[src/rtl/uart_tx_arbiter.sv]
// -----------------------------------------------------------------------------
// uart_tx_arbiter
//
// Shares a single TXD pin between two byte sources. Requester 0 is the CPU
// UART path and requester 1 is the debug/trace path. When the serialiser is
// idle, one requester is chosen by per-byte round-robin arbitration. The
// chosen byte is then sent as an 8N1 or 8N2 frame, LSB first, at a fixed
// baud rate. Each bit lasts CLK_DIV cycles of clk50M.
//
// Parameters
//   CLK_DIV    clk50M cycles per bit (2..65535)
//   STOP_BITS  number of stop bits (1 or 2)
//
// Ports
//   clk50M       system clock, rising edge
//   reset        synchronous active-high reset, highest priority
//   req0_valid   requester 0 has a byte       req0_data  requester 0 byte
//   req0_ready   requester 0 byte accepted this cycle (combinational, IDLE only)
//   req1_valid   requester 1 has a byte       req1_data  requester 1 byte
//   req1_ready   requester 1 byte accepted this cycle (combinational, IDLE only)
//   TXD          registered serial output, idle high
//   busy         high while a frame is in progress
//   grant_id     requester whose byte is currently / was last sent
// -----------------------------------------------------------------------------
module uart_tx_arbiter #(
    parameter int CLK_DIV   = 434,
    parameter int STOP_BITS = 1
) (
    input  logic       clk50M,
    input  logic       reset,
    input  logic       req0_valid,
    input  logic [7:0] req0_data,
    output logic       req0_ready,
    input  logic       req1_valid,
    input  logic [7:0] req1_data,
    output logic       req1_ready,
    output logic       TXD,
    output logic       busy,
    output logic       grant_id
);

    typedef enum logic [1:0] {
        ST_IDLE  = 2'd0,
        ST_START = 2'd1,
        ST_DATA  = 2'd2,
        ST_STOP  = 2'd3
    } state_t;

    localparam logic [15:0] BAUD_LAST = 16'(CLK_DIV - 1);
    localparam logic        STOP_LAST = 1'(STOP_BITS - 1);

    state_t      state_r, state_next_s;
    logic [15:0] baud_cnt_r, baud_cnt_next_s;
    logic [2:0]  bit_idx_r, bit_idx_next_s;
    logic        stop_cnt_r, stop_cnt_next_s;
    logic [7:0]  shift_r, shift_next_s;
    logic        last_grant_r, last_grant_next_s;
    logic        grant_id_r, grant_id_next_s;
    logic        txd_r, txd_next_s;
    logic        busy_r;
    logic        ready0_s, ready1_s;
    logic        xfer_s, winner_s, bit_end_s;

    // Round-robin arbitration. Ready is offered only in IDLE and never while
    // reset is held. Under contention, the requester that did not win last
    // time gets ready.
    always_comb begin
        ready0_s = 1'b0;
        ready1_s = 1'b0;
        if (!reset && (state_r == ST_IDLE)) begin
            if (req0_valid && req1_valid) begin
                ready0_s = last_grant_r;
                ready1_s = ~last_grant_r;
            end else begin
                ready0_s = req0_valid;
                ready1_s = req1_valid;
            end
        end else begin
            ready0_s = 1'b0;
            ready1_s = 1'b0;
        end
    end

    assign xfer_s    = (ready0_s & req0_valid) | (ready1_s & req1_valid);
    assign winner_s  = ready1_s & req1_valid;
    assign bit_end_s = (baud_cnt_r == BAUD_LAST);

    // Frame sequencing: next state, baud counter, bit index and shift register
    always_comb begin
        state_next_s      = state_r;
        baud_cnt_next_s   = baud_cnt_r;
        bit_idx_next_s    = bit_idx_r;
        stop_cnt_next_s   = stop_cnt_r;
        shift_next_s      = shift_r;
        last_grant_next_s = last_grant_r;
        grant_id_next_s   = grant_id_r;
        txd_next_s        = 1'b1;
        case (state_r)
            ST_IDLE: begin
                baud_cnt_next_s = 16'd0;
                if (xfer_s) begin
                    state_next_s      = ST_START;
                    shift_next_s      = winner_s ? req1_data : req0_data;
                    grant_id_next_s   = winner_s;
                    last_grant_next_s = winner_s;
                    bit_idx_next_s    = 3'd0;
                    stop_cnt_next_s   = 1'b0;
                end else begin
                    state_next_s = ST_IDLE;
                end
            end
            ST_START: begin
                if (bit_end_s) begin
                    state_next_s    = ST_DATA;
                    baud_cnt_next_s = 16'd0;
                    bit_idx_next_s  = 3'd0;
                end else begin
                    baud_cnt_next_s = baud_cnt_r + 16'd1;
                end
            end
            ST_DATA: begin
                if (bit_end_s) begin
                    baud_cnt_next_s = 16'd0;
                    if (bit_idx_r == 3'd7) begin
                        state_next_s    = ST_STOP;
                        stop_cnt_next_s = 1'b0;
                    end else begin
                        shift_next_s   = {1'b0, shift_r[7:1]};
                        bit_idx_next_s = bit_idx_r + 3'd1;
                    end
                end else begin
                    baud_cnt_next_s = baud_cnt_r + 16'd1;
                end
            end
            ST_STOP: begin
                if (bit_end_s) begin
                    baud_cnt_next_s = 16'd0;
                    if (stop_cnt_r == STOP_LAST) begin
                        state_next_s = ST_IDLE;
                    end else begin
                        stop_cnt_next_s = stop_cnt_r + 1'b1;
                    end
                end else begin
                    baud_cnt_next_s = baud_cnt_r + 16'd1;
                end
            end
            default: begin
                state_next_s    = ST_IDLE;
                baud_cnt_next_s = 16'd0;
            end
        endcase

        // TXD is computed from the upcoming state so that the register holds
        // the line level for the cycle the state is actually in.
        case (state_next_s)
            ST_START: txd_next_s = 1'b0;
            ST_DATA:  txd_next_s = shift_next_s[0];
            default:  txd_next_s = 1'b1;
        endcase
    end

    // State, datapath and registered outputs with synchronous reset
    always_ff @(posedge clk50M) begin
        if (reset) begin
            state_r      <= ST_IDLE;
            baud_cnt_r   <= 16'd0;
            bit_idx_r    <= 3'd0;
            stop_cnt_r   <= 1'b0;
            shift_r      <= 8'h00;
            last_grant_r <= 1'b1;
            grant_id_r   <= 1'b0;
            txd_r        <= 1'b1;
            busy_r       <= 1'b0;
        end else begin
            state_r      <= state_next_s;
            baud_cnt_r   <= baud_cnt_next_s;
            bit_idx_r    <= bit_idx_next_s;
            stop_cnt_r   <= stop_cnt_next_s;
            shift_r      <= shift_next_s;
            last_grant_r <= last_grant_next_s;
            grant_id_r   <= grant_id_next_s;
            txd_r        <= txd_next_s;
            busy_r       <= (state_next_s != ST_IDLE);
        end
    end

    assign req0_ready = ready0_s;
    assign req1_ready = ready1_s;
    assign TXD        = txd_r;
    assign busy       = busy_r;
    assign grant_id   = grant_id_r;

endmodule

[config.mk]
export PLATFORM = sky130hd
export DESIGN_NAME = uart_tx_arbiter
export DESIGN_NICKNAME = d
export VERILOG_FILES = /design/src/rtl/uart_tx_arbiter.sv
export SDC_FILE = /design/constraint.sdc
export NUM_CORES = 1
export LEC_CHECK = 0
export CAP_MARGIN = 20
export CORE_ASPECT_RATIO = 2
export CORE_MARGIN = 1
export CORE_UTILIZATION = 35
export DETAILED_ROUTE_END_ITERATION = 10
export PLACE_DENSITY = 0.59
export SYNTH_ARGS = -nofsm -noshare
export SYNTH_HDL_FRONTEND = slang
export SYNTH_SLANG_ARGS = --single-unit
[constraint.sdc]
create_clock -name clk50M -period 3 [get_ports clk50M]
set_clock_uncertainty 0.1 [all_clocks]
set_input_delay 0.45 -clock clk50M [delete_from_list [all_inputs] [get_ports clk50M]]
set_output_delay 0.45 -clock clk50M [all_outputs]
set_load 0.01 [all_outputs]
==> results.sh, run 1 <==
export IMPL_syn_nets=217
export IMPL_vias=1404
export IMPL_synth_top_family_by_area="simple AND/OR/NAND/NOR gates"
export IMPL_clkTransAtPathRegs_ns=0.07
export IMPL_wl_per_cell_um=13.16
export IMPL_worst_slew_pin_slew_ns=0.5666
export IMPL_die_width_um=49.98
export IMPL_reg2reg_from="baud_cnt_r[0]"
export IMPL_first_iter_violations=27
export IMPL_synthMuxAreaShare=0.02019
export IMPL_hp_class="register to register"
export IMPL_place_congestion=0.7794
export IMPL_hpwl_um=2709
export IMPL_final_cell_area_mm2=0.001981
export IMPL_drt_total_wl_um=3566
export IMPL_synth_enable_flop_cells=0
export IMPL_ys_types=41
export IMPL_worstPathArrival_ns=2.04
export IMPL_synthSimpleGateAreaFrac=0.2593
export IMPL_antenna_found_initial=0
export IMPL_h_tree_depth=2
export IMPL_yosysWarnings=0
export IMPL_finalSetupViolations=0
export IMPL_power_uw=877.0
export IMPL_core_mm2=0.004382
export IMPL_ir_worst_vdd_v=0.0003641
export IMPL_ys_seq_area_frac=0.4099
export IMPL_p_leak_nw=0.7111
export IMPL_finalCritPeriodShare=0.8636
export IMPL_cts_buffers=5
export IMPL_drive_gt1_frac=0.08756
export IMPL_netlist_area_mm2=0.001612
export IMPL_diodes=0
export IMPL_ant_nets=0
export IMPL_powerDensity_mw_per_mm2=442.8
export IMPL_clk_path_buf_depth=2
export IMPL_post_cts_setup_buffers=0
export IMPL_post_synth_top_count_cell="dfxtp_1"
export IMPL_insertion_delay_ns=0.29
export IMPL_cts_hold_buf=0
export IMPL_num_nets_final=242
export IMPL_die_y_um=97.96
export IMPL_worst_hold_slack_ns=0.3733
export IMPL_slew_headroom=0.6223
export IMPL_synthXorXnorAreaFrac=0.07609
export IMPL_portBuffers=24
export IMPL_syn_inst=191
export IMPL_endpoint_kind="primary output"
export IMPL_worst_r2r_path_depth=11
export IMPL_postLayoutCoreUtil=0.4520
export IMPL_post_route_drc_count=0
export IMPL_rsz0062_at_grt="false"
export IMPL_synthAdderAreaFrac=0.04658
export IMPL_fin_crit_ns=2.591
export IMPL_worstSetupStartpoint="reset"
export IMPL_dieArea_mm2=0.004896
export IMPL_grt_overflow=0
export IMPL_synthArstFlopShare=0
export IMPL_placed_cells=263
export IMPL_fillers=459
export IMPL_run_status="complete, no violations"
export IMPL_grt_pass1_vias=1471
export IMPL_boundaryPins=25
export IMPL_startpoint_type="input pin"
export IMPL_r2r_slack_ns=0.49
export IMPL_slew_viol_final=0
export IMPL_fin_ws_ns=0.4093
export IMPL_fmax_ghz=0.3860
export IMPL_place_area_mm2=0.001898
export IMPL_maxCapViolCount=0
export IMPL_fin_cells=271
export IMPL_synth_compound_area_share=0.1351
export IMPL_r2r_end="TXD"
export IMPL_synth_seq_cells=33
export IMPL_synthFlopType="dfxtp_1"
export IMPL_grt_usage=0.1672
export IMPL_cts_tree="done"
export IMPL_criticalPathCategory="input pin to primary output"
export IMPL_pre_cts_ws_ns=0.4091
export IMPL_grt_max_degree=21
export IMPL_grt_pass1_wl_um=6210
export IMPL_root_buffer="clkbuf_8"
export IMPL_area_growth_syn_to_layout_pct=22.90
export IMPL_synthTopCellsByCount="33 x dfxtp_1, 29 x nor2_1, 18 x nand2_1, 13 x nand3_1"
export IMPL_worstSetupEndpoint="req0_ready"
export IMPL_netlist_top_cells_area="dfxtp_1 41%, nor2_1 6.8%, xor2_1 4.9%"
export IMPL_final_hold_violation_count=0
export IMPL_cts_sinks=33
export IMPL_start_util=0.3678
export IMPL_critPathMaxFanout=5
export IMPL_synth_area_per_cell_um2=8.437
export IMPL_synth_top_area_share=0.4099
export IMPL_rows=34
export IMPL_viasPerCell=5.181
export IMPL_worstHoldStart="shift_r[7]"
export IMPL_yosys_area_top_type="dfxtp_1"
export IMPL_critical_path_required_ns=2.45
export IMPL_setup_tns_ns=0
export IMPL_firstDrtPassIters=4
export IMPL_cts_resized=0
==> logic make-up (layout without fill, tap and decap cells) <==
kind of cell               Yosys count  in the layout
adders and majority gates            6              6
xor gates and xnor gates            14             14
buffers and inverters               19             45
DFF                                 33             33
and+or+nand+nor                     84             84
muxes                                3              3
AOI/OAI and AO/OA                   32             32
==> worst min path at each step <==
| stage | endpoint | cells after the start |
|---|---|---|
| 6_report | shift_r[7] | 2 |
| 5_1_grt | shift_r[7] | 2 |
| 4_1_cts | shift_r[7] | 2 |
| 3_5_place_dp | shift_r[7] | 2 |
| 3_3_place_gp | shift_r[7] | 2 |
| 2_1_floorplan | baud_cnt_r[0] | 1 |
==> metal layers <==
layer  routed length, um  track usage
met2                2035       0.3282
met5                   0            0
met1                1297       0.1446
met3                 125      0.03427
met4                 108      0.09451
==> final cells by class <==
cell class	instances	area (um^2)	area share
Inverter	9	33.78	0.01706
Clock inverter	2	10.01	0.005054
Tap cell	54	67.56	0.03411
Multi-Input combinational cell	139	865.8	0.4371
Clock buffer	6	72.57	0.03664
Sequential cell	33	660.6	0.3335
Timing Repair Buffer	28	270.3	0.1364
==> cells in the final DEF, fill, tap and decap left out, types with 2 or more instances in the layout <==
master and n:
a21o_1 2, a21oi_1 7, a22oi_1 8, a31oi_1 7, buf_4 4, clkbuf_8 5, clkdlybuf4s50_1 24, clkinv_2 2
dfxtp_1 33, ha_1 6, inv_1 9, mux2_2 2, nand2_1 18, nand3_1 13, nand4_1 3, nor2_1 29
nor3_1 3, o21ai_0 3, or3_1 4, or4b_1 2, xnor2_1 5, xor2_1 9
==> sequential cells by signal, indices dropped and copies added (netlist names) <==
| register | cells |
|---|---|
| busy | 1 |
| baud_cnt_r | 16 |
| shift_r | 8 |
| state_r | 2 |
| bit_idx_r | 3 |
| last_grant_r | 1 |
| TXD | 1 |
| grant_id | 1 |
==> where the power goes <==
part,internal (mW),switching [mW]
Clock,0.161,0.163
Combinational,0.0527,0.0399
Sequential,0.451,0.00970
Total,0.665,0.212
==> critical path, stage by stage <==
cell and delay (ns):
clkdlybuf4s50_1 0.41, or3_1 0.41, nor3_2 0.21, clkdlybuf4s50_1 0.56
No activity file was read; power rests on OpenSTA's default activity.
==> inputs of run 2 (changes only) <==
--- a/config.mk
+++ b/config.mk
@@ -9,6 +9,7 @@
 export CORE_ASPECT_RATIO = 2
 export CORE_MARGIN = 1
 export CORE_UTILIZATION = 35
+export CTS_BUF_LIST = sky130_fd_sc_hd__clkbuf_16
 export DETAILED_ROUTE_END_ITERATION = 10
 export PLACE_DENSITY = 0.59
 export SYNTH_ARGS = -nofsm -noshare
==> results.sh, run 2 (same netlist as run 1, synthesis figures left out) <==
export IMPL_final_hold_violation_count=0
export IMPL_wl_met3_um=87
export IMPL_hold_depth=2
export IMPL_criticalPathCategory="input pin to primary output"
export IMPL_num_nets_final=242
export IMPL_highest_layer="met4"
export IMPL_pwr_share_clk=0.464
export IMPL_place_congestion=0.7794
export IMPL_cts_hold_buf=0
export IMPL_comb_power_share=0.089
export IMPL_dieArea_mm2=0.004896
export IMPL_reg_top3="baud_cnt_r (16), shift_r (8), bit_idx_r (3)"
export IMPL_worst_r2r_path_depth=11
export IMPL_start_util=0.3678
export IMPL_antenna_found_initial=0
export IMPL_root_buffer="clkbuf_16"
export IMPL_top_register="baud_cnt_r"
export IMPL_core_mm2=0.004382
export IMPL_post_route_drc_count=0
export IMPL_final_cell_area_mm2=0.002037
export IMPL_post_cts_setup_buffers=0
export IMPL_diodes=0
export IMPL_die_y_um=97.96
export IMPL_critPathMaxFanout=5
export IMPL_crit_slowest_cell="clkdlybuf4s50_1"
export IMPL_critical_path_required_ns=2.45
export IMPL_firstDrtPassIters=4
export IMPL_hp_class="register to register"
export IMPL_place_area_mm2=0.001898
export IMPL_vias=1398
export IMPL_cp_top_family="buffers and inverters"
export IMPL_seqPwrFrac=0.447
export IMPL_portBuffers=24
export IMPL_p_int_uw=805.7
export IMPL_min_to="shift_r[7]"
export IMPL_hpwl_um=2709
export IMPL_final_cell_mix="33 x dfxtp_1, 29 x nor2_1, 24 x clkdlybuf4s50_1"
export IMPL_die_width_um=49.98
export IMPL_insertion_delay_ns=0.28
export IMPL_critPathMostFrequentCell="clkdlybuf4s50_1"
export IMPL_cts_tree="done"
export IMPL_cp_slowest_stage_delay_ns=0.56
export IMPL_maxCapViolCount=0
export IMPL_path_cells="clkdlybuf4s50_1, or3_1, nor3_2, clkdlybuf4s50_1"
export IMPL_fin_ws_ns=0.4128
export IMPL_viasPerCell=5.159
export IMPL_rsz0062_at_grt="false"
export IMPL_reg2reg_from="baud_cnt_r[0]"
export IMPL_ant_nets=0
export IMPL_slew_viol_final=0
export IMPL_endpoint_kind="primary output"
export IMPL_grt_overflow=0
export IMPL_grt_max_degree=21
export IMPL_placed_cells=263
export IMPL_power_switching_uw=228.4
export IMPL_wl_met1_um=1325
export IMPL_r2r_end="TXD"
export IMPL_grt_pass1_vias=1504
export IMPL_r2r_slack_ns=0.48
export IMPL_worst_slew_pin_slew_ns=0.5359
export IMPL_rows=34
export IMPL_ir_worst_vdd_v=0.0004222
export IMPL_first_iter_violations=40
export IMPL_finalSetupViolations=0
export IMPL_cts_sinks=33
export IMPL_cts_buffers=5
export IMPL_fin_cells=271
export IMPL_wl_per_cell_um=13.10
export IMPL_setup_tns_ns=0
export IMPL_worstHoldStart="shift_r[7]"
export IMPL_drt_total_wl_um=3550
export IMPL_h_tree_depth=2
export IMPL_layout_commonest_cell="dfxtp_1"
export IMPL_powerDensity_mw_per_mm2=507.7
export IMPL_p_leak_nw=0.7409
export IMPL_crit_buf_inv=2
export IMPL_boundaryPins=25
export IMPL_startpoint_type="input pin"
export IMPL_area_growth_syn_to_layout_pct=26.40
export IMPL_grt_pass1_wl_um=6272
export IMPL_clkTransAtPathRegs_ns=0.05
export IMPL_grt_usage=0.1691
export IMPL_fin_crit_ns=2.587
export IMPL_drive_gt1_frac=0.08756
export IMPL_clk_path_buf_depth=2
export IMPL_pre_cts_ws_ns=0.4091
export IMPL_cts_resized=0
export IMPL_wl_met2_um=2035
export IMPL_fmax_ghz=0.3865
export IMPL_run_status="complete, no violations"
export IMPL_slew_headroom=0.6395
export IMPL_worstPathArrival_ns=2.04
export IMPL_swShare=0.2209
export IMPL_largest_reg_flops=16
export IMPL_finalCritPeriodShare=0.8624
run 2: worst max-delay path by stage:
stage / slack, ns / cells past startpoint / endpoint / start
final: 0.41 / 4 / req0_ready / reset
after global routing: 0.28 / 10 / TXD / baud_cnt_r[0]
after CTS: 0.40 / 4 / req0_ready / reset
after detailed placement: 0.41 / 4 / req0_ready / reset
after global placement: 0.42 / 4 / req0_ready / reset
after floorplan: 0.59 / 11 / TXD / baud_cnt_r[0]
run 2: area by class of cell:
cell class / count / area, um^2
clock buffers: 5 / 125.1
clock inverters: 3 / 13.76
fillers: 446 / 2345
inverters: 9 / 33.78
multi-input cells: 139 / 865.8
flip-flops and latches: 33 / 660.6
well taps: 54 / 67.56
repair buffers: 28 / 270.3
run 2: worst register-to-register path: stages (launching register included):
cell	delay, ns
dfxtp_1	0.40
ha_1	0.17
or4b_1	0.49
nor4_2	0.31
buf_4	0.21
nor2_1	0.05
a21oi_1	0.12
nor2_1	0.07
ha_1	0.21
nand2_1	0.07
a21oi_1	0.04
nand4bb_1	0.18
run 2: power by group through the flow:
stage	Combinational, mW	Sequential (mW)	Clock (mW)
floorplan	0.0484	0.469	0
global placement	0.0934	0.471	0
detailed placement	0.0936	0.471	0
CTS	0.0940	0.462	0.491
global route	0.103	0.463	0.512
finish	0.0925	0.462	0.479
run 2: per-layer routing:
layer	global-route usage	vias up
li1	-	712
met1	0.1437	649
met2	0.3313	28
met3	0.03427	9
met4	0.1033	0
met5	0	-
run 2: stage by stage:
| step | hold WS, ns | total power [mW] | util |
|---|---|---|---|
| 4_1_cts | 0.3740 | 1.047 | 0.4649 |
| 3_5_place_dp | 0.3658 | 0.5648 | 0.4332 |
| 6_report | 0.3704 | 1.034 | 0.4649 |
| 5_1_grt | 0.3897 | 1.078 | 0.4649 |
| 2_1_floorplan | 0.3410 | 0.5170 | - |
| 3_3_place_gp | 0.3565 | 0.5642 | 0.4332 |
